--- src/rtl/mcdf_fifo_pkg.sv ---
// mcdf_fifo_pkg: shared defaults and size helpers for the sync_param_fifo family
package mcdf_fifo_pkg;
  localparam int DEF_DATA_W = 32;
  localparam int DEF_ADDR_W = 5;
  localparam int DEF_FS_W = DEF_ADDR_W + 1;
  function automatic int depth_f(input int aw);
    return 1 << aw;
  endfunction
  function automatic int fs_w_f(input int aw);
    return aw + 1;
  endfunction
endpackage

--- src/rtl/sync_param_fifo_ram.sv ---
// sync_param_fifo_ram: DEPTH x DATA_W storage, synchronous write, asynchronous read, no reset
module sync_param_fifo_ram
  import mcdf_fifo_pkg::*;
#(
  parameter int DATA_W = DEF_DATA_W,
  parameter int ADDR_W = DEF_ADDR_W
) (
  input  logic              clk_i,
  input  logic              we,
  input  logic [ADDR_W-1:0] waddr,
  input  logic [DATA_W-1:0] wdata,
  input  logic [ADDR_W-1:0] raddr,
  output logic [DATA_W-1:0] rdata
);
  logic [DATA_W-1:0] mem [depth_f(ADDR_W)];
  always_ff @(posedge clk_i) if (we) mem[waddr] <= wdata;
  assign rdata = mem[raddr];
endmodule

--- src/rtl/sync_param_fifo.sv ---
// sync_param_fifo: FWFT synchronous FIFO with sticky overflow/underflow and flush.
// Watermark outputs almost_full_o/almost_empty_o exist only with SYNC_PARAM_FIFO_WMARK_EN.
module sync_param_fifo
  import mcdf_fifo_pkg::*;
#(
  parameter int DATA_W    = DEF_DATA_W,
  parameter int ADDR_W    = DEF_ADDR_W,
  parameter int AFULL_TH  = 4,
  parameter int AEMPTY_TH = 4
) (
  input  logic              clk_i,
  input  logic              rst_n_i,
  input  logic              clr_i,
  input  logic              wr_i,
  input  logic [DATA_W-1:0] data_i,
  input  logic              rd_i,
  output logic [DATA_W-1:0] data_o,
  output logic              full_o,
  output logic              empty_o,
  output logic              overflow_o,
  output logic              underflow_o,
`ifdef SYNC_PARAM_FIFO_WMARK_EN
  output logic              almost_full_o,
  output logic              almost_empty_o,
`endif
  output logic [ADDR_W:0]   freeslot_o
);
  localparam int DEPTH = depth_f(ADDR_W);
  localparam int FS_W = fs_w_f(ADDR_W);
  logic [ADDR_W-1:0] wr_p, rd_p;
  logic rd_acc, wr_acc;
  logic [FS_W-1:0] fs_nxt;
  assign full_o  = freeslot_o == '0;
  assign empty_o = freeslot_o == FS_W'(DEPTH);
  assign rd_acc  = rd_i & ~empty_o;
  assign wr_acc  = wr_i & (~full_o | rd_acc);
  always_comb begin
    fs_nxt = (wr_acc & ~rd_acc) ? freeslot_o - FS_W'(1) :
             (rd_acc & ~wr_acc) ? freeslot_o + FS_W'(1) : freeslot_o;
  end
  // flush wins over same-cycle requests, which then neither move pointers nor set flags
  always_ff @(posedge clk_i or negedge rst_n_i) begin
    if (!rst_n_i) begin
      wr_p        <= '0;
      rd_p        <= '0;
      freeslot_o  <= FS_W'(DEPTH);
      overflow_o  <= 1'b0;
      underflow_o <= 1'b0;
    end else if (clr_i) begin
      wr_p        <= '0;
      rd_p        <= '0;
      freeslot_o  <= FS_W'(DEPTH);
      overflow_o  <= 1'b0;
      underflow_o <= 1'b0;
    end else begin
      wr_p        <= wr_acc ? wr_p + ADDR_W'(1) : wr_p;
      rd_p        <= rd_acc ? rd_p + ADDR_W'(1) : rd_p;
      freeslot_o  <= fs_nxt;
      overflow_o  <= overflow_o | (wr_i & ~wr_acc);
      underflow_o <= underflow_o | (rd_i & ~rd_acc);
    end
  end
  sync_param_fifo_ram #(.DATA_W(DATA_W), .ADDR_W(ADDR_W)) u_ram (
    .clk_i(clk_i),
    .we   (wr_acc & ~clr_i),
    .waddr(wr_p),
    .wdata(data_i),
    .raddr(rd_p),
    .rdata(data_o)
  );
`ifdef SYNC_PARAM_FIFO_WMARK_EN
  assign almost_full_o  = freeslot_o <= FS_W'(AFULL_TH);
  assign almost_empty_o = (FS_W'(DEPTH) - freeslot_o) <= FS_W'(AEMPTY_TH);
`endif
endmodule
--- config.mk ---
export PLATFORM = sky130hd
export DESIGN_NAME = sync_param_fifo
export DESIGN_NICKNAME = d
export VERILOG_FILES = /design/src/rtl/mcdf_fifo_pkg.sv /design/src/rtl/sync_param_fifo_ram.sv /design/src/rtl/sync_param_fifo.sv
export SDC_FILE = /design/constraint.sdc
export NUM_CORES = 1
export LEC_CHECK = 0
export BUFFER_PORTS_ARGS = -buffer_cell sky130_fd_sc_hd__buf_4
export CAP_MARGIN = 20
export CORE_ASPECT_RATIO = 0.6
export CORE_MARGIN = 10
export CORE_UTILIZATION = 52
export DETAILED_ROUTE_END_ITERATION = 10
export PLACE_DENSITY = 0.72
export SETUP_SLACK_MARGIN = 0.15
export SYNTH_ARGS = -nofsm -noshare
export SYNTH_HDL_FRONTEND = slang
export SYNTH_SLANG_ARGS = --single-unit
--- constraint.sdc ---
create_clock -name clk_i -period 4 [get_ports clk_i]
set_input_delay 0.2 -clock clk_i [delete_from_list [all_inputs] [get_ports clk_i]]
set_output_delay 0.2 -clock clk_i [all_outputs]
set_load 0.01 [all_outputs]
* Word-level counts from Yosys, hierarchy flattened
Memory sizes are Yosys's and may differ from the RTL's.
Index checks and enable logic that the tools add are counted.
** Word-level totals
- Register bits after elaboration :: 18
- Bits in writable memories :: 1024
- Input bits :: 37
- Output and inout port bits :: 42
- Logic and storage cells :: 41
- Memories kept :: 1
** Memory list
- u_ram.mem :: depth 32, width 32, read ports 1, clocked after memory_dff 0, wr ports 1, RTL line sync_param_fifo_ram.sv:15 : logic [DATA_W-1:0] mem [depth_f(ADDR_W)];
** Operators by class
- Add/sub/neg operators :: 4
- Equal/unequal tests :: 1
- Mux-type cells :: 11
- Bitwise gates (word level) :: 15
- Reductions and logical operators :: 4
** Operators by type and width (number)
- $mux 5 :: 4
- $mux 6 :: 3
- $add 5x1->5 const B :: 2
- $and 1x1->1 :: 7
- $add 6x1->6 const B :: 1
- $eq 6x6->1 const B :: 1
- $logic_not 6->1 :: 1
- $sub 6x1->6 const B :: 1
- $not 1->1 :: 5
- $mux 1 :: 4
- $reduce_bool 2->1 :: 2
- $or 1x1->1 :: 3
- $reduce_bool 3->1 :: 1

* Longest topological paths before layout
- Depth after elaboration :: 10
- Depth in mapped cells :: 9
- Depth with buffers taken out :: 8

* Hierarchy
From an unflattened synthesis, not the netlist that was laid out.
** Second synthesis, totals
- Cells, all modules :: 2345
- Area total of the unflattened synthesis :: 41040.6 µm²
** Modules (own cells, without submodules)
- sync_param_fifo_ram :: times used 1, cells each 2228, area each 39844.5 µm², seq. area each 30749.5 µm²
- sync_param_fifo :: times used 1, cells each 117, area each 1196.1 µm², seq. area each 451.7 µm²

* Least setup slack after synthesis
OpenSTA, ideal clock, no wires.
- Kind :: flip-flop to flip-flop
- Start point :: register freeslot_o[5]
- End point :: memory u_ram.mem[29][0] in the netlist's numbering, enable pin
- Setup time :: 0.421 ns
- Data arrival time :: 2.888 ns
- Data required time :: 3.579 ns
- Slack :: 0.691 ns
- Cell stages (with the launch flop) :: 6
- Path buffers :: 1
- Period minus slack after synthesis :: 3.309 ns
- Cells stage by stage :: dfstp_2 > clkbuf_1 > inv_1 > a41oi_1 > nand2_1 > nor2_1
** On the way
- Word-level cells in the longest chain between the ends :: 8
- Elaborated cells between the ends (all ways) :: 10
- Those cells by class :: eq/ne (1); mux (2); bitwise (6); reduce/logical (1)
** Ends and longest elaborated chain
- start, declared :: RTL line sync_param_fifo.sv:26 : output logic [ADDR_W:0] freeslot_o
- start signal, assigned :: RTL line sync_param_fifo.sv:46 : freeslot_o <= FS_W'(DEPTH);
- start signal, assigned :: RTL line sync_param_fifo.sv:52 : freeslot_o <= FS_W'(DEPTH);
- start signal, assigned :: RTL line sync_param_fifo.sv:58 : freeslot_o <= fs_nxt;
- $eq 6x6->1 :: RTL line sync_param_fifo.sv:34 : assign empty_o = freeslot_o == FS_W'(DEPTH);
- $not 1->1 :: RTL line sync_param_fifo.sv:35 : assign rd_acc = rd_i & ~empty_o;
- $and 1x1->1 :: RTL line sync_param_fifo.sv:35
- $or 1x1->1 (*) :: RTL line sync_param_fifo.sv:36 : assign wr_acc = wr_i & (~full_o | rd_acc);
- $and 1x1->1 (*) :: RTL line sync_param_fifo.sv:36
- $and 1x1->1 (*) :: RTL line sync_param_fifo.sv:65 : .we (wr_acc & ~clr_i),
- $mux 1 (*) :: RTL line sync_param_fifo_ram.sv:16 : always_ff @(posedge clk_i) if (we) mem[waddr] <= wdata;
- $mux 1 (implied by the code) (*) :: RTL line sync_param_fifo_ram.sv:16
- end, declared :: RTL line sync_param_fifo_ram.sv:15
Mark *: on every way between the ends. The rest lies on a longest branch, timed or not.

* Worst setup path after layout
- Start point :: register rd_p[0]
- End point :: output data_o[0]
** On the way
- Word-level cells in the longest chain between the ends :: 1
** Ends and longest elaborated chain
- start, declared :: RTL line sync_param_fifo.sv:30 : logic [ADDR_W-1:0] wr_p, rd_p;
- start signal, assigned :: RTL line sync_param_fifo.sv:57 : rd_p <= rd_acc ? rd_p + ADDR_W'(1) : rd_p;
- $mem_v2 32x32
- end, declared :: RTL line sync_param_fifo.sv:17 : output logic [DATA_W-1:0] data_o,
Every way passes these cells.

==> flow_summary.yaml <==
status:
  outcome: "finished clean"
pwr:
  power.internal_mw: 19.1
  switching_share_pct: 26.0
  ir_worst_vdd_uv: 521
  comb_power_share_pct: 18.0
  p_leak_nw: 14.3
  switching_power_mw: 6.69
  seq_power_share_pct: 47.4
  p_per_area_nw_per_um2: 555
  clkPwrFrac_pct: 34.6
timing:
  relSlewSlack_pct: 39.3
  period_minus_slack_ns: 3.68
  tightest_slew_ns: 0.910
  hold_viol: 0
  min_period_over_period_pct: 92.0
  hold_slack_ns: 0.417
  finalSetupTns_ns: 0
  setup-violations-final: 0
  slew_viol_final: 0
  fmax_ghz: 0.272
  rsz0062_at_grt: "no"
  skew_ns: 0.0235
setup_path:
  endpoint: "data_o[0]"
  cp-startpoint: "rd_p[0]"
  reg2reg_depth: 8
  worst_ep_required_time_ns: 3.80
  reg2reg_to: "freeslot_o[5]"
  setup.worst_path.class: "flop to output port"
  cp.arrival_ns: 3.48
  reg2reg_setup_slack_ns: 0.59
  end_kind: "output port"
  r2r_start: "freeslot_o[0]"
  worstPathMaxFanout: 21
  start_kind: "flop"
routing:
  wirelength_mm: 101
  wl_per_cell_um: 29.5
  vias_per_cell: 6.21
  firstDrtPassIters: 5
  num_vias: 21200
  drc: 0
  final_antenna_net_count: 0
  drt-initial-drc-count: 2846
logic_synthesis:
  yosysWarnings: 0
  syn-mean-instance-area_um2: 19.2
  ys.flop_type: "edfxtp_1"
  ys_seq_elements: 1042
  async_flop_share_pct: 1.73
  syn_nets: 2162
  synth_edf_count: 1024
  ys_seq_area_share_pct: 76.8
  synth_cell_types: 47
  synth_area_um2: 40600
  synthCells: 2115
clock_network:
  cts_resized: 0
  numCtsBuffers: 90
  clk_pin_slew_ns: 0.07
  cts_tree: "done"
  htree_levels: 3
  clk_latency_ns: 0.67
  cts_root_buf: "clkbuf_16"
  clock-sinks: 1042
  clock_path_buffers: 3
finish:
  layout_common_cells: "edfxtp_1, mux2i_1, nand2_1"
  fin_nets: 2324
  ff_latch_area_um2: 31200
  fillers: 5487
  drive_gt1_share_pct: 22.8
  multi_input_area_um2: 9180
  finish.instance_area_um2: 46500
  syn_to_final_growth_pct: 14.3
  final_core_util_pct: 59.9
  mostFrequentLayoutCell: "edfxtp_1"
global_routing:
  use_met3_pct: 7.02
  grt_use_met1_pct: 34.5
  grt_pass1_vias: 20700
  antenna_found_initial: 3
  grt_max_degree: 100
  busiest_layer: "met1"
  globalRouteTotalUtil_pct: 21.9
  grt_pass1_wl_mm: 146
  grtUsageMet2_pct: 29.4
  grt-ovfl-total: 0
hold_path:
  hold_depth: 3
  hp-class: "input pin to flop"
placement:
  portBuffers: 78
  place.gp.congestion: 0.841
  dpl-instance-area_um2: 43000
  dp_hpwl_mm: 59.9
floorplanning:
  io_pins: 79
  dieArea_um2: 90100
  initial_core_util_pct: 52.5
  core_um2: 77500
  die_h_um: 237
  rows: 79
  fp.dieW_um: 381
flow_run:
  maxCapViolCount: 0
[kinds of logic (layout without fill, tap and decap cells)]
group	Yosys count	count (layout)	share of synthesized area, %
flops	1042	1042	76.8
mux	453	453	15.3
simple gates	314	315	3.47
compound gates	164	164	2.67
buf+inv	126	362	1.34
fa+ha+maj	10	10	0.326
xor+xnor	6	6	0.129
other cells	0	1	0
[per-layer routing]
metal  vias up  share of wire [%]
met1     11000                 43
met5         -                  0
met2      1227                 42
met4         0                1.6
li1       8845                  -
met3        97                 14
[timing repair]
action,in CTS,in global routing
buffers inserted,1,0
setup endpoints to repair,13,0
hold buffers,39,0
hold endpoints to repair,1047,0
[cells in the mapped netlist, types with 3 or more instances]
cell	n	area [um2]
o21ai_0	5	25.0
nand2b_1	3	18.8
nand2_1	141	529
mux2_2	67	754
edfxtp_1	1024	30700
xnor2_1	3	26.3
or2_2	5	31.3
nor2b_1	4	25.0
buf_2	48	240
mux2i_1	258	2580
buf_4	3	22.5
clkbuf_1	58	218
a22oi_1	64	480
nand3_1	67	335
dfrtp_1	17	425
o31ai_1	4	30.0
buf_1	9	33.8
mux4_2	128	2880
or3_1	4	25.0
xor2_1	3	26.3
inv_1	8	30.0
nor2_1	47	176
a21oi_1	73	365
ha_1	9	113
nand4_1	32	200
nor3_1	3	15.0
[worst min-delay path by stage]
stage                    end  slack, ns     from
3_3_place_gp     underflow_o       0.09  rst_n_i
4_1_cts              wr_p[3]       0.37    clr_i
3_5_place_dp     underflow_o       0.09  rst_n_i
6_report             wr_p[2]       0.42    clr_i
2_1_floorplan  freeslot_o[0]       -0.1  rst_n_i
5_1_grt              rd_p[3]       0.43    clr_i
[power groups by stage]
stage	sequential, mW	clock [mW]	combinational (mW)
floorplan	12.4	0	2.90
global placement	12.5	0	4.43
detailed placement	12.5	0	4.47
CTS	12.2	9.00	4.63
global route	12.2	9.43	4.92
finish	12.2	8.91	4.64
[critical path, cell delays in order (launching register included)]
cell and delay (ns):
dfrtp_4 0.85, buf_4 0.29, mux4_2 0.50, mux2_2 0.27, nand2_1 0.33, nand4_1 0.30, buf_4 0.24
[area by class of cell]
class,count,area share [%]
clock inverters,61,1.38
diodes,1,0.00539
inverters,8,0.0646
repair buffers,187,3.68
flip-flops and latches,1042,67.2
well taps,1053,2.84
clock buffers,106,5.07
multi-input cells,948,19.8
[state kept, by name, indices dropped and copies added, names as in the netlist]
register	cells
u_ram.mem	1024
freeslot_o	6
rd_p	5
wr_p	5
overflow_o	1
underflow_o	1
[stage by stage]
step	cells	power [mW]	setup WS, ns
2_1_floorplan	2115	15.3	0.691
3_3_place_gp	3197	16.9	0.564
3_5_place_dp	3197	17.0	0.638
4_1_cts	3405	25.9	0.359
5_1_grt	3405	26.6	0.179
6_report	3406	25.8	0.319
Power figures use the tool's default switching activity.
